`src/rtl/mem_pkg.sv`:
```
// Shared types and helpers for the memory access unit.
package mem_pkg;

  localparam int unsigned DW_W  = 64;
  localparam int unsigned OFF_W = 3;

  localparam logic [1:0] SZ_B = 2'd0;
  localparam logic [1:0] SZ_H = 2'd1;
  localparam logic [1:0] SZ_W = 2'd2;
  localparam logic [1:0] SZ_D = 2'd3;

  typedef enum logic [1:0] {
    ST_IDLE = 2'd0,
    ST_RD   = 2'd1,
    ST_WR   = 2'd2,
    ST_RESP = 2'd3
  } state_e;

  // Right-aligned all-ones mask covering one access of the given size.
  function automatic logic [DW_W-1:0] lane_mask(input logic [1:0] sz);
    logic [DW_W-1:0] m;
    case (sz)
      SZ_B:    m = 64'h0000_0000_0000_00FF;
      SZ_H:    m = 64'h0000_0000_0000_FFFF;
      SZ_W:    m = 64'h0000_0000_FFFF_FFFF;
      default: m = 64'hFFFF_FFFF_FFFF_FFFF;
    endcase
    return m;
  endfunction

  // True when the byte offset is not a multiple of the access size.
  function automatic logic misaligned(input logic [OFF_W-1:0] off, input logic [1:0] sz);
    logic r;
    case (sz)
      SZ_B:    r = 1'b0;
      SZ_H:    r = off[0];
      SZ_W:    r = |off[1:0];
      default: r = |off;
    endcase
    return r;
  endfunction

endpackage

```
`src/rtl/load_extend.sv`:
```
// Selects the addressed lane of a doubleword and zero/sign-extends it to 64 bits.
module load_extend
  import mem_pkg::*;
(
  input  logic [DW_W-1:0]  dword,
  input  logic [OFF_W-1:0] off,
  input  logic [1:0]       size,
  input  logic             is_signed,
  output logic [DW_W-1:0]  result
);

  logic [5:0]      shamt;
  logic [DW_W-1:0] lane;
  logic            msb;

  // Shift the lane down, mask it, then extend from its top bit if requested.
  always_comb begin
    shamt  = {off, 3'b000};
    lane   = (dword >> shamt) & lane_mask(size);
    msb    = 1'b0;
    case (size)
      SZ_B:    msb = lane[7];
      SZ_H:    msb = lane[15];
      SZ_W:    msb = lane[31];
      default: msb = 1'b0;
    endcase
    result = lane;
    if (is_signed && (size != SZ_D) && msb) begin
      result = lane | ~lane_mask(size);
    end
  end

endmodule

```
`src/rtl/mem_access_unit.sv`:
```
// Load/store unit between the memory pipeline stage and a doubleword data memory.
module mem_access_unit
  import mem_pkg::*;
#(
  parameter int size = 32
) (
  input  logic              clk,
  input  logic              rst,
  input  logic              req_valid,
  output logic              req_ready,
  input  logic              req_write,
  input  logic [1:0]        req_size,
  input  logic              req_signed,
  input  logic [DW_W-1:0]   req_addr,
  input  logic [DW_W-1:0]   req_wdata,
  output logic              rsp_valid,
  output logic [DW_W-1:0]   rsp_data,
  output logic              rsp_err,
  output logic [DW_W-1:0]   mem_address,
  output logic [DW_W-1:0]   mem_wdata,
  output logic              mem_read,
  output logic              mem_write,
  input  logic [DW_W-1:0]   mem_rdata
);

  state_e          state_q, state_d;
  logic [DW_W-1:0] addr_q, addr_d;
  logic [1:0]      size_q, size_d;
  logic            signed_q, signed_d;
  logic            write_q, write_d;
  logic [DW_W-1:0] wdata_q, wdata_d;
  logic [DW_W-1:0] rsp_data_q, rsp_data_d;
  logic            rsp_err_q, rsp_err_d;
  logic [DW_W-1:0] mem_wdata_q, mem_wdata_d;

  logic            req_err_c;
  logic [DW_W-1:0] ext_data_c;
  logic [5:0]      shamt_c;
  logic [DW_W-1:0] wmask_c;
  logic [DW_W-1:0] merged_c;

  load_extend u_load_extend (
    .dword     (mem_rdata),
    .off       (addr_q[OFF_W-1:0]),
    .size      (size_q),
    .is_signed (signed_q),
    .result    (ext_data_c)
  );

  // Decode request errors and build the read-modify-write doubleword.
  always_comb begin
    req_err_c = misaligned(req_addr[OFF_W-1:0], req_size) ||
                ({3'b000, req_addr[DW_W-1:OFF_W]} >= 64'(size));
    shamt_c   = {addr_q[OFF_W-1:0], 3'b000};
    wmask_c   = lane_mask(size_q) << shamt_c;
    merged_c  = (mem_rdata & ~wmask_c) | ((wdata_q << shamt_c) & wmask_c);
  end

  // Next-state and next-output logic.
  always_comb begin
    state_d     = state_q;
    addr_d      = addr_q;
    size_d      = size_q;
    signed_d    = signed_q;
    write_d     = write_q;
    wdata_d     = wdata_q;
    rsp_data_d  = '0;
    rsp_err_d   = 1'b0;
    mem_wdata_d = '0;
    case (state_q)
      ST_IDLE: begin
        if (req_valid) begin
          addr_d   = req_addr;
          size_d   = req_size;
          signed_d = req_signed;
          write_d  = req_write;
          wdata_d  = req_wdata;
          if (req_err_c) begin
            state_d   = ST_RESP;
            rsp_err_d = 1'b1;
          end else if (!req_write) begin
            state_d = ST_RD;
          end else if (req_size == SZ_D) begin
            state_d     = ST_WR;
            mem_wdata_d = req_wdata;
          end else begin
            state_d = ST_RD;
          end
        end
      end
      ST_RD: begin
        if (write_q) begin
          state_d     = ST_WR;
          mem_wdata_d = merged_c;
        end else begin
          state_d    = ST_RESP;
          rsp_data_d = ext_data_c;
        end
      end
      ST_WR:   state_d = ST_RESP;
      ST_RESP: state_d = ST_IDLE;
      default: state_d = ST_IDLE;
    endcase
  end

  // State and output registers with synchronous reset.
  always_ff @(posedge clk) begin
    if (rst) begin
      state_q     <= ST_IDLE;
      addr_q      <= '0;
      size_q      <= '0;
      signed_q    <= 1'b0;
      write_q     <= 1'b0;
      wdata_q     <= '0;
      rsp_data_q  <= '0;
      rsp_err_q   <= 1'b0;
      mem_wdata_q <= '0;
    end else begin
      state_q     <= state_d;
      addr_q      <= addr_d;
      size_q      <= size_d;
      signed_q    <= signed_d;
      write_q     <= write_d;
      wdata_q     <= wdata_d;
      rsp_data_q  <= rsp_data_d;
      rsp_err_q   <= rsp_err_d;
      mem_wdata_q <= mem_wdata_d;
    end
  end

  assign req_ready   = (state_q == ST_IDLE);
  assign mem_read    = (state_q == ST_RD);
  assign mem_write   = (state_q == ST_WR);
  assign rsp_valid   = (state_q == ST_RESP);
  assign rsp_data    = rsp_data_q;
  assign rsp_err     = rsp_err_q;
  assign mem_wdata   = mem_wdata_q;
  assign mem_address = {3'b000, addr_q[DW_W-1:OFF_W]};

endmodule

```
`config.mk`:
```
export PLATFORM = sky130hd
export DESIGN_NAME = mem_access_unit
export DESIGN_NICKNAME = d
export VERILOG_FILES = /design/src/rtl/mem_pkg.sv /design/src/rtl/load_extend.sv /design/src/rtl/mem_access_unit.sv
export SDC_FILE = /design/constraint.sdc
export NUM_CORES = 1
export LEC_CHECK = 0
export ABC_AREA = 0
export BUFFER_PORTS_ARGS = -buffer_cell sky130_fd_sc_hd__buf_4
export CORE_ASPECT_RATIO = 1.25
export CORE_MARGIN = 2
export CORE_UTILIZATION = 55
export DETAILED_ROUTE_END_ITERATION = 8
export PLACE_DENSITY_LB_ADDON = 0.1
export SLEW_MARGIN = 20
export SYNTH_ARGS = -nofsm -noshare
export SYNTH_HDL_FRONTEND = slang
export SYNTH_SLANG_ARGS = --single-unit
```
`constraint.sdc`:
```
create_clock -name clk -period 3.2 [get_ports clk]
set_input_delay 0.48 -clock clk [delete_from_list [all_inputs] [get_ports clk]]
set_output_delay 0.48 -clock clk [all_outputs]
set_load 0.01 [all_outputs]
```
==> results of run 1 <==
==> critical path, cell delays in order, from the launching register on <==
cell,delay [ns]
sky130_fd_sc_hd__dfxtp_4,0.62
sky130_fd_sc_hd__buf_4,0.35
sky130_fd_sc_hd__nor2_1,0.12
sky130_fd_sc_hd__a31oi_1,0.43
sky130_fd_sc_hd__and2_1,0.55
sky130_fd_sc_hd__mux2i_1,0.46
sky130_fd_sc_hd__o22ai_1,0.14
==> registers in the layout (all words and copies together), names as in the netlist <==
name / cells
size_q: 2
wdata_q: 64
rsp_data: 64
signed_q: 1
state_q: 2
rsp_err: 1
addr_q: 64
mem_wdata: 64
write_q: 1
==> kinds of logic (layout without fill, tap and decap cells) <==
kind of cell | Yosys count | count (layout) | share of synthesized area [%]
AND/OR/NAND/NOR | 446 | 446 | 14.0
AO/OA/AOI/OAI | 389 | 389 | 18.0
flip-flops | 263 | 263 | 39.9
multiplexers | 200 | 200 | 19.7
buffers and inverters | 196 | 493 | 8.02
adder cells (fa/ha/maj) | 4 | 4 | 0.379
other | 1 | 3 | 0.0284
==> report_power, final <==
group          internal [mW]  switching (mW)
clock network           1.73            1.34
logic                   1.24            1.70
registers               3.55           0.317
==> layout make-up <==
class                   instances  area share (%)
inverters                      12           0.269
well taps                     292            2.18
repair buffers                435            19.8
clock inverters                16            1.13
clock buffers                  30            3.91
flip-flops and latches        263            31.5
multi-input cells            1042            41.2
==> worst max-delay path by stage <==
stage,start,to,slack (ns),depth (start not counted)
CTS,addr_q[1]$_SDFFE_PP0P_,mem_wdata[39]$_SDFF_PP0_,0.48,6
floorplan,mem_rdata[47],rsp_data[47]$_SDFF_PP0_,1.03,6
global placement,req_addr[63],mem_wdata[60]$_SDFF_PP0_,0.49,8
detailed placement,req_addr[63],mem_wdata[45]$_SDFF_PP0_,0.43,8
global route,addr_q[1]$_SDFFE_PP0P_,mem_wdata[39]$_SDFF_PP0_,0.26,6
finish,addr_q[1]$_SDFFE_PP0P_,mem_wdata[39]$_SDFF_PP0_,0.38,6
==> metal layers <==
layer | routed length, um | global-route usage (%) | vias up
met3 | 4550 | 7.74 | 148
met4 | 3100 | 21.7 | 0
met1 | 17500 | 44.0 | 5980
met5 | 0 | 0 | -
met2 | 23700 | 62.9 | 754
li1 | - | - | 5795
==> placed cells by master (no fill, tap or decap), drive strengths merged, types with 7 or more instances in the layout <==
| cell | synthesis | final |
|---|---|---|
| a221oi | 10 | 10 |
| a31oi | 8 | 8 |
| dfxtp | 263 | 263 |
| mux4 | 43 | 43 |
| nor2b | 13 | 13 |
| inv | 11 | 14 |
| a211oi | 12 | 12 |
| mux2 | 42 | 42 |
| nand2 | 355 | 355 |
| o211ai | 7 | 7 |
| and3 | 8 | 8 |
| nor4 | 15 | 15 |
| buf | 105 | 435 |
| clkbuf | 79 | 30 |
| mux2i | 115 | 115 |
| o22ai | 60 | 60 |
| nor2 | 25 | 25 |
| o21ai | 46 | 46 |
| o2bb2ai | 12 | 12 |
| a21oi | 204 | 204 |
==> PnR_summary.wiki, run 1 <==
{| class="wikitable"
! Metric !! Value
|-
| Final design utilization || 70.8%
|-
| Layout cells sized above 1 || 33.7%
|-
| Area of combinational cells with multiple inputs || about 6900 um2
|-
| Clock latency on the worst-skew pair || 0.54 ns
|-
| Result of the run || finished clean
|-
| Hold Path Stages || 3
|-
| Post-DRT Antenna Nets || 0
|-
| Number of vias in the routed layout || 12700
|-
| Initial antenna violation count || 0
|-
| Input/output buffers || ~390
|-
| Maximum vdd drop || 0.000565 V
|-
| Number of buffers inserted by post-CTS setup repair || 0
|-
| Number of iterations in the first detailed-routing pass || 6
|-
| Number of diodes || 0
|-
| Number of design-rule violations left by the first detailed-router iteration || 1177
|-
| Worst-path fanout max || 32
|-
| Worst Path Arrival || roughly 3.2 ns
|-
| Y dimension of the die || 177 um
|-
| Number of synthesized flops with an enable pin || 0
|-
| Global route overflow || 0
|-
| Area of the core || roughly 24000 um2
|-
| Cell area power density || between 500 and 600 nW/um2
|-
| Final Non-Filler Cells || 2090
|-
| Setup TNS || 0 ns
|-
| Worst setup slack after layout || ~0.38 ns
|-
| Vias in the first global route || 12300
|-
| Total instance count after detailed placement || 2044
|-
| Detailed-placement wirelength estimate || 37000 um
|-
| Placed Area || 15900 um2
|-
| Die area || 25300 um2
|-
| Final hold viol count || 0
|-
| Count of unresolved DRC violations after routing || 0
|-
| Worst min-delay path category || in -> reg
|-
| Synth top area cells || sky130_fd_sc_hd__dfxtp_1, sky130_fd_sc_hd__nand2_1, sky130_fd_sc_hd__mux2i_1
|-
| Pre-CTS WS || 0.426 ns
|-
| Highest attainable clock frequency || 0.355 GHz
|-
| Type of destination of the critical path || flip-flop
|-
| Pin count of the biggest net entering global routing || 91
|-
| Tightest Pin Transition || 1.08 ns
|-
| Unique masters post-synth || 54
|-
| Hold_buf cts || 0
|-
| Post-layout min period || 2.82 ns
|-
| RSZ-0062 raised after global routing || no
|-
| Count of fill cells added during filler insertion || 1882
|-
| GRT Resource Usage Total || approximately 37%
|-
| Register bit total from synthesis || 263
|-
| # setup viols final || 0
|-
| Initial standard-cell utilization of the core || about 56%
|-
| Sequential cell area fraction in the yosys report || 39.9%
|-
| Number of nets in the final layout || 1982
|-
| Max clock buf depth || 3
|-
| Register-to-Register Path Depth || 6
|-
| Count of yosys warnings during synthesis || 0
|-
| Number of pins with negative max-slew slack in the final report || 0
|-
| Root buf cell || sky130_fd_sc_hd__clkbuf_16
|-
| Final period utilization || 88.1%
|-
| Post-route clock skew || 0.0145 ns
|-
| H-tree Lvls || 1
|-
| Category of the critical setup timing path || reg -> reg
|-
| Design Power || 9.87 mW
|-
| Worst-case register-to-register setup slack || 0.38 ns
|-
| Register area || 5270 um2
|-
| R2r startpoint || addr_q[1]$_SDFFE_PP0P_
|-
| TritonCTS sink count || ~260
|-
| Async SR Flop Fraction || 0%
|-
| Number of buffers created by CTS || 25
|-
| Clk slew on worst S/H paths || 0.07 ns
|-
| Worst endpoint required time || ~3.6 ns
|-
| Prevailing post-synth register cell || sky130_fd_sc_hd__dfxtp_1
|-
| Worst slew margin relative to its limit || 27.6%
|-
| Cell count after synthesis || 1499
|-
| CTS tree || yes
|-
| Quantity of gates resized following cts || 0
|-
| Endpoint of the worst-slack reg-to-reg timing path || mem_wdata[39]$_SDFF_PP0_
|-
| Top cells by count, synth || sky130_fd_sc_hd__nand2_1, sky130_fd_sc_hd__dfxtp_1, sky130_fd_sc_hd__a21oi_1
|-
| # rows || 63
|-
| Area overhead of the layout relative to synthesis || 26.9%
|-
| Endpoint, Worst Hold || addr_q[3]$_SDFFE_PP0P_
|-
| Netlist area before placement || 13200 um2
|-
| Static power due to leakage || 6.81 nW
|-
| Die W || 143 um
|-
| Cell with the most instances after synthesis || sky130_fd_sc_hd__nand2_1
|-
| Maximum capacitance violations || 0
|-
| Number of ports placed on the die boundary || about 400
|-
| Finished layout cell area || 16700 um2
|-
| Worst slack on hold paths || 0.188 ns
|-
| Element type at the critical path start || flip-flop
|-
| Proportion of netlist area held by the largest area contributor || 39.9%
|-
| Mean instance size in the synthesized netlist || a little under 9 um2
|-
| Via density per instance || 6.07
|-
| Total Wirelength || 48800 um
|-
| First-pass GRT wire length || 71700 um
|-
| Area leader, netlist || sky130_fd_sc_hd__dfxtp_1
|-
| Hold path start || req_addr[3]
|-
| Final weighted congestion in routability-driven placement || 0.983
|-
| Post-detailed-route wirelength per cell || 23.3 um
|}
No activity file was read; power rests on OpenSTA's default activity.
==> run 2: changes to the inputs <==
--- a/config.mk
+++ b/config.mk
@@ -9,7 +9,7 @@
 export BUFFER_PORTS_ARGS = -buffer_cell sky130_fd_sc_hd__buf_4
 export CORE_ASPECT_RATIO = 1.25
 export CORE_MARGIN = 2
-export CORE_UTILIZATION = 55
+export CORE_UTILIZATION = 28
 export DETAILED_ROUTE_END_ITERATION = 8
 export PLACE_DENSITY_LB_ADDON = 0.1
 export SLEW_MARGIN = 20
==> PnR_summary.wiki, run 2 (synthesis results as in run 1) <==
{| class="wikitable"
! Metric !! Value
|-
| Number of nets in the final layout || around 2000
|-
| Number of iterations in the first detailed-routing pass || 5
|-
| Count of fill cells added during filler insertion || between 4000 and 5000
|-
| Final design utilization || ~38%
|-
| Endpoint of the worst-slack reg-to-reg timing path || rsp_data[27]$_SDFF_PP0_
|-
| Number of buffers created by CTS || 29
|-
| Cell-internal power || 7.39 mW
|-
| Final weighted congestion in routability-driven placement || 0.886
|-
| Post-detailed-route wirelength per cell || 23.6 um
|-
| Endpoint, Worst Hold || addr_q[6]$_SDFFE_PP0P_
|-
| Quantity of gates resized following cts || 0
|-
| Category of the critical setup timing path || reg -> reg
|-
| Hold path start || req_addr[6]
|-
| Placed Area || about 16000 um2
|-
| Number of diodes || 0
|-
| Top delay family on crit path || compound AO/OA/AOI/OAI gates
|-
| Setup TNS || 0 ns
|-
| Worst Path Arrival || about 2.9 ns
|-
| H-tree Lvls || 1
|-
| RSZ-0062 raised after global routing || no
|-
| Worst-case register-to-register setup slack || 0.71 ns
|-
| Post-layout min period || about 2.5 ns
|-
| Final period utilization || 78.0%
|-
| CTS tree || yes
|-
| GRT Resource Usage Total || 23.0%
|-
| Static power due to leakage || 7.00 nW
|-
| Crit-path cells || buf_12, nor2b_1, a2bb2oi_1, a211o_1, a21o_1, o21ai_0
|-
| Number of buffers inserted by post-CTS setup repair || 0
|-
| Area of the core || ~46000 um2
|-
| TritonCTS sink count || 263
|-
| Register-to-Register Path Depth || 6
|-
| Clock latency on the worst-skew pair || between 0.5 and 0.6 ns
|-
| Vias in the first global route || approximately 12000
|-
| Layout cells sized above 1 || 34.2%
|-
| Detailed-placement wirelength estimate || 44200 um
|-
| # setup viols final || 0
|-
| Max clock buf depth || 3
|-
| Count of unresolved DRC violations after routing || 0
|-
| Worst slew margin relative to its limit || a little under 40%
|-
| Pin count of the biggest net entering global routing || 110
|-
| Final hold viol count || 0
|-
| Final Non-Filler Cells || between 2000 and 2500
|-
| Number of design-rule violations left by the first detailed-router iteration || between 800 and 900
|-
| Number of pins with negative max-slew slack in the final report || 0
|-
| Switching power || 3.52 mW
|-
| Largest stage delay, worst path || 0.66 ns
|-
| Clk slew on worst S/H paths || around 0.060 ns
|-
| R2r startpoint || addr_q[0]$_SDFFE_PP0P_
|-
| Hold Path Stages || 3
|-
| Root buf cell || sky130_fd_sc_hd__clkbuf_16
|-
| Highest attainable clock frequency || 0.401 GHz
|-
| Tightest Pin Transition || 0.921 ns
|-
| Sequential fraction of design power || 35.2%
|-
| Die area || 48900 um2
|-
| Post-route clock skew || 0.0147 ns
|-
| Total Wirelength || 57500 um
|-
| Cell area power density || 623 nW/um2
|-
| Area overhead of the layout relative to synthesis || 32.8%
|-
| Type of destination of the critical path || flip-flop
|-
| Total instance count after detailed placement || 2382
|-
| Initial standard-cell utilization of the core || 28.5%
|-
| Combinational cell fraction of total power || 27.4%
|-
| Y dimension of the die || 247 um
|-
| Worst min-delay path category || in -> reg
|-
| Die W || 198 um
|-
| Clock power share || ~37%
|-
| Worst endpoint required time || 3.61 ns
|-
| Initial antenna violation count || 1
|-
| Via density per instance || 5.05
|-
| Net switching share of the total power || between 30% and 40%
|-
| Element type at the critical path start || flip-flop
|-
| Hold_buf cts || 0
|-
| Result of the run || finished clean
|-
| Global route overflow || 0
|-
| Number of vias in the routed layout || 12300
|-
| Slowest cell on crit path || sky130_fd_sc_hd__dfxtp_4
|-
| Finished layout cell area || around 18000 um2
|-
| Maximum capacitance violations || 0
|-
| First-pass GRT wire length || 82600 um
|-
| Most frequent standard cell in the layout excluding fill and tap cells || sky130_fd_sc_hd__buf_4
|-
| Number of ports placed on the die boundary || 396
|-
| # rows || 88
|-
| Post-DRT Antenna Nets || 0
|-
| Maximum vdd drop || 0.000471 V
|-
| Input/output buffers || 392
|-
| Commonest non-fill, non-tap cells in the layout || sky130_fd_sc_hd__buf_4, sky130_fd_sc_hd__nand2_1, sky130_fd_sc_hd__dfxtp_1, sky130_fd_sc_hd__a21oi_1, sky130_fd_sc_hd__mux2i_1
|-
| Buffers & Inverters on Critical Path || 1
|-
| Worst-path fanout max || 42
|}
[run 2: cell count changes in the layout (fill, tap and decap cells not counted)]
cell / previous run / this run
sky130_fd_sc_hd__clkbuf_8: 1 / 7
sky130_fd_sc_hd__clkinvlp_4: 6 / 2
sky130_fd_sc_hd__clkinv_2: 2 / 1
sky130_fd_sc_hd__clkbuf_1: 4 / 1
sky130_fd_sc_hd__buf_4: 431 / 429
sky130_fd_sc_hd__buf_12: 4 / 6
sky130_fd_sc_hd__clkbuf_16: 25 / 30
sky130_fd_sc_hd__bufinv_16: 3 / 9
sky130_fd_sc_hd__inv_6: 3 / 2
[run 2: layout make-up]
class / instances / area [um2] / area share (%)
flip-flops and latches: 263 / 5270 / 30.1
repair buffers: 435 / 3340 / 19.1
clock inverters: 16 / 325 / 1.86
clock buffers: 38 / 851 / 4.85
multi-input cells: 1042 / 6900 / 39.4
well taps: 630 / 788 / 4.50
inverters: 12 / 45.0 / 0.257
[run 2: worst max path at each step]
stage                            from                  endpoint  slack, ns  cells after the start
2_1_floorplan           mem_rdata[47]   rsp_data[47]$_SDFF_PP0_       1.03                      6
3_3_place_gp            mem_rdata[55]   rsp_data[62]$_SDFF_PP0_       0.61                      7
3_5_place_dp            mem_rdata[55]   rsp_data[36]$_SDFF_PP0_       0.58                      7
4_1_cts        addr_q[1]$_SDFFE_PP0P_   rsp_data[36]$_SDFF_PP0_       0.71                      6
5_1_grt        addr_q[2]$_SDFFE_PP0P_  mem_wdata[32]$_SDFF_PP0_       0.58                      6
6_report       addr_q[0]$_SDFFE_PP0P_   rsp_data[27]$_SDFF_PP0_       0.71                      6
[run 2: metal layers]
layer | vias up | part of all wire [%] | GRT usage (%)
li1 | 5804 | - | -
met2 | 494 | 47 | 37.8
met3 | 85 | 7.0 | 4.58
met5 | - | 0.028 | 0
met4 | 2 | 4.7 | 10.6
met1 | 5926 | 41 | 28.9
[run 2: per-stage QoR]
step	worst slack, ns	total power, mW	hold slack, ns
6_report	0.705	10.9	0.151
5_1_grt	0.579	11.5	0.135
4_1_cts	0.710	11.0	0.122
3_5_place_dp	0.582	6.92	0.447
3_3_place_gp	0.613	6.90	0.444
2_1_floorplan	1.03	5.77	0.433
[run 2: power groups by stage]
| stage | Sequential (mW) | Combinational, mW | Clock, mW |
|---|---|---|---|
| floorplan | 3.78 | 1.99 | 0 |
| global placement | 3.90 | 2.99 | 0 |
| detailed placement | 3.91 | 3.01 | 0 |
| CTS | 3.84 | 3.01 | 4.18 |
| global route | 3.87 | 3.26 | 4.32 |
| finish | 3.85 | 2.99 | 4.07 |
[run 2: tightest hold or removal path, stage by stage]
cell,delay (ns)
sky130_fd_sc_hd__buf_4,0.11
sky130_fd_sc_hd__nand2_1,0.05
sky130_fd_sc_hd__a21oi_1,0.05
==> run 3: changes to the inputs <==
==> constraint.sdc (replaced) <==
create_clock -name clk -period 2.1 [get_ports clk]
set_input_delay 0.315 -clock clk [delete_from_list [all_inputs] [get_ports clk]]
set_output_delay 0.315 -clock clk [all_outputs]
set_load 0.01 [all_outputs]
==> PnR_summary.wiki, run 3 (synthesis results as in run 1) <==
{| class="wikitable"
! Metric !! Value
|-
| Buffers & Inverters on Critical Path || 2
|-
| Finished layout cell area || roughly 20000 um2
|-
| Final design utilization || between 40% and 50%
|-
| Placed Area || ~17000 um2
|-
| CTS tree || yes
|-
| Worst min-delay path category || in -> reg
|-
| Worst Path Arrival || approximately 2.6 ns
|-
| GRT Resource Usage Total || 23.5%
|-
| Worst setup slack after layout || -0.0257 ns
|-
| Number of diodes || 0
|-
| Post-DRT Antenna Nets || 0
|-
| Initial standard-cell utilization of the core || 28.5%
|-
| Result of the run || finished with violations
|-
| Crit-path cells || mux2_4, mux4_2, and3_4, o31ai_4, buf_12, clkbuf_16, a21oi_2
|-
| Most frequent standard cell in the layout excluding fill and tap cells || sky130_fd_sc_hd__buf_4
|-
| Pin count of the biggest net entering global routing || 73
|-
| Final hold viol count || 0
|-
| Number of ports placed on the die boundary || between 300 and 400
|-
| Largest stage delay, worst path || 0.49 ns
|-
| Clk slew on worst S/H paths || 0.06 ns
|-
| Final period utilization || 101%
|-
| Tightest Pin Transition || 0.825 ns
|-
| Hold path start || req_wdata[62]
|-
| Number of nets in the final layout || roughly 2100
|-
| Area of the core || 46400 um2
|-
| Max clock buf depth || 3
|-
| Register-to-Register Path Depth || 7
|-
| Detailed-placement wirelength estimate || 46300 um
|-
| Area overhead of the layout relative to synthesis || 48.9%
|-
| Maximum vdd drop || 0.000697 V
|-
| Number of pins with negative max-slew slack in the final report || 0
|-
| Static power due to leakage || 8.00 nW
|-
| Category of the critical setup timing path || reg -> reg
|-
| Hold Path Stages || 3
|-
| Cell area power density || 856 nW/um2
|-
| First-pass GRT wire length || 85700 um
|-
| Layout cells sized above 1 || 38.1%
|-
| Highest attainable clock frequency || 0.470 GHz
|-
| Violated checks || setup timing
|-
| H-tree Lvls || 1
|-
| Worst slack on hold paths || 0.00989 ns
|-
| Commonest non-fill, non-tap cells in the layout || sky130_fd_sc_hd__buf_4, sky130_fd_sc_hd__nand2_1, sky130_fd_sc_hd__dfxtp_1, sky130_fd_sc_hd__a21oi_1, sky130_fd_sc_hd__mux2i_1
|-
| # rows || slightly below 90
|-
| Element type at the critical path start || flip-flop
|-
| Root buf cell || sky130_fd_sc_hd__clkbuf_16
|-
| RSZ-0062 raised after global routing || yes
|-
| TritonCTS sink count || 263
|-
| Worst-case register-to-register setup slack || -0.03 ns
|-
| Number of vias in the routed layout || 13000
|-
| R2r startpoint || addr_q[2]$_SDFFE_PP0P_
|-
| Input/output buffers || 392
|-
| Vias in the first global route || 13000
|-
| Post-route clock skew || between 0.015 and 0.02 ns
|-
| Worst slew margin relative to its limit || 45.0%
|-
| Clock latency on the worst-skew pair || about 0.6 ns
|-
| Design Power || approximately 17 mW
|-
| Type of destination of the critical path || flip-flop
|-
| Number of buffers created by CTS || 30
|-
| Worst endpoint required time || 2.56 ns
|-
| Top delay family on crit path || multiplexers
|-
| Endpoint, Worst Hold || mem_wdata[62]$_SDFF_PP0_
|-
| Y dimension of the die || 247 um
|-
| Worst-path fanout max || 8
|-
| Maximum capacitance violations || 0
|-
| Number of iterations in the first detailed-routing pass || 5
|-
| Slowest cell on crit path || sky130_fd_sc_hd__mux4_2
|-
| Post-layout min period || approximately 2.1 ns
|-
| Die area || 48900 um2
|-
| Post-detailed-route wirelength per cell || 23.5 um
|-
| Global route overflow || 0
|-
| Number of design-rule violations left by the first detailed-router iteration || 844
|-
| Endpoint of the worst-slack reg-to-reg timing path || rsp_data[32]$_SDFF_PP0_
|-
| Initial antenna violation count || 0
|-
| Final weighted congestion in routability-driven placement || 0.926
|-
| Total Wirelength || ~61000 um
|-
| # setup viols final || 13
|-
| Via density per instance || 4.99
|-
| Die W || 198 um
|-
| Count of unresolved DRC violations after routing || 0
|}
run 3: cell types whose count changed in the layout (fill, tap and decap cells not counted), moves of 4 or more:
cell and change:
sky130_fd_sc_hd__dlygate4sd3_1 +66, sky130_fd_sc_hd__buf_4 +57, sky130_fd_sc_hd__o22ai_1 -17, sky130_fd_sc_hd__nor4_1 -15
sky130_fd_sc_hd__buf_12 +14, sky130_fd_sc_hd__nor4_4 +13, sky130_fd_sc_hd__o22ai_2 +13, sky130_fd_sc_hd__dlymetal6s4s_1 +10
sky130_fd_sc_hd__clkbuf_16 +8, sky130_fd_sc_hd__buf_6 +5, sky130_fd_sc_hd__bufinv_16 -5, sky130_fd_sc_hd__clkinv_2 +5
sky130_fd_sc_hd__clkbuf_8 -4, sky130_fd_sc_hd__o22ai_4 +4
run 3: worst min-delay path: stages:
cell	delay [ns]
sky130_fd_sc_hd__buf_4	0.08
sky130_fd_sc_hd__nand2_1	0.07
sky130_fd_sc_hd__o21ai_1	0.11
run 3: how the worst max path moves through the flow:
stage | start | to | slack (ns) | cells after the start
final | addr_q[2]$_SDFFE_PP0P_ | rsp_data[32]$_SDFF_PP0_ | -0.03 | 7
after global placement | addr_q[1]$_SDFFE_PP0P_ | mem_wdata[55]$_SDFF_PP0_ | -0.12 | 8
after detailed placement | addr_q[1]$_SDFFE_PP0P_ | mem_wdata[55]$_SDFF_PP0_ | -0.08 | 8
after global routing | addr_q[2]$_SDFFE_PP0P_ | rsp_data[60]$_SDFF_PP0_ | -0.09 | 7
after floorplan | addr_q[2]$_SDFFE_PP0P_ | rsp_data[47]$_SDFF_PP0_ | 0.02 | 7
after CTS | addr_q[2]$_SDFFE_PP0P_ | rsp_data[35]$_SDFF_PP0_ | -0.03 | 7
run 3: area by class of cell:
cell class                      count  area, um2
Fill cell                        4670      26700
Multi-Input combinational cell   1042       7340
Sequential cell                   263       5280
Timing Repair Buffer              597       5150
Clock buffer                       37        828
Tap cell                          630        788
Clock inverter                     18        214
Inverter                           12       45.0
run 3: through the flow:
step / setup WS (ns) / TNS [ns] / cells
detailed placement: -0.0805 / -0.872 / 2471
CTS: -0.0282 / -0.379 / 2604
global route: -0.0922 / -3.08 / 2599
floorplan: 0.0175 / 0 / 1501
finish: -0.0257 / -0.113 / 2599
global placement: -0.123 / -0.912 / 2471
run 3: report_power, final:
part	internal [mW]	switching (mW)
sequential	5.42	0.389
clock	3.29	2.29
combinational	2.44	2.99
run 3: per-layer routing:
metal | vias to the layer above | GRT usage (%) | part of all wire, %
met2 | 452 | 41.2 | 49
li1 | 6146 | - | -
met4 | 0 | 8.18 | 3.6
met1 | 6298 | 29.1 | 41
met5 | - | 0 | 0
met3 | 85 | 3.90 | 5.7
run 3: timing repair:
action | CTS | global route
endpoints found under the setup margin | 36 | 93
resized for setup | 7 | 83
setup buffers | 1 | 4
cloned | 1 | 10
hold buffers | 76 | 0
endpoints found under the hold margin | 79 | 0
pin swaps | 0 | 11
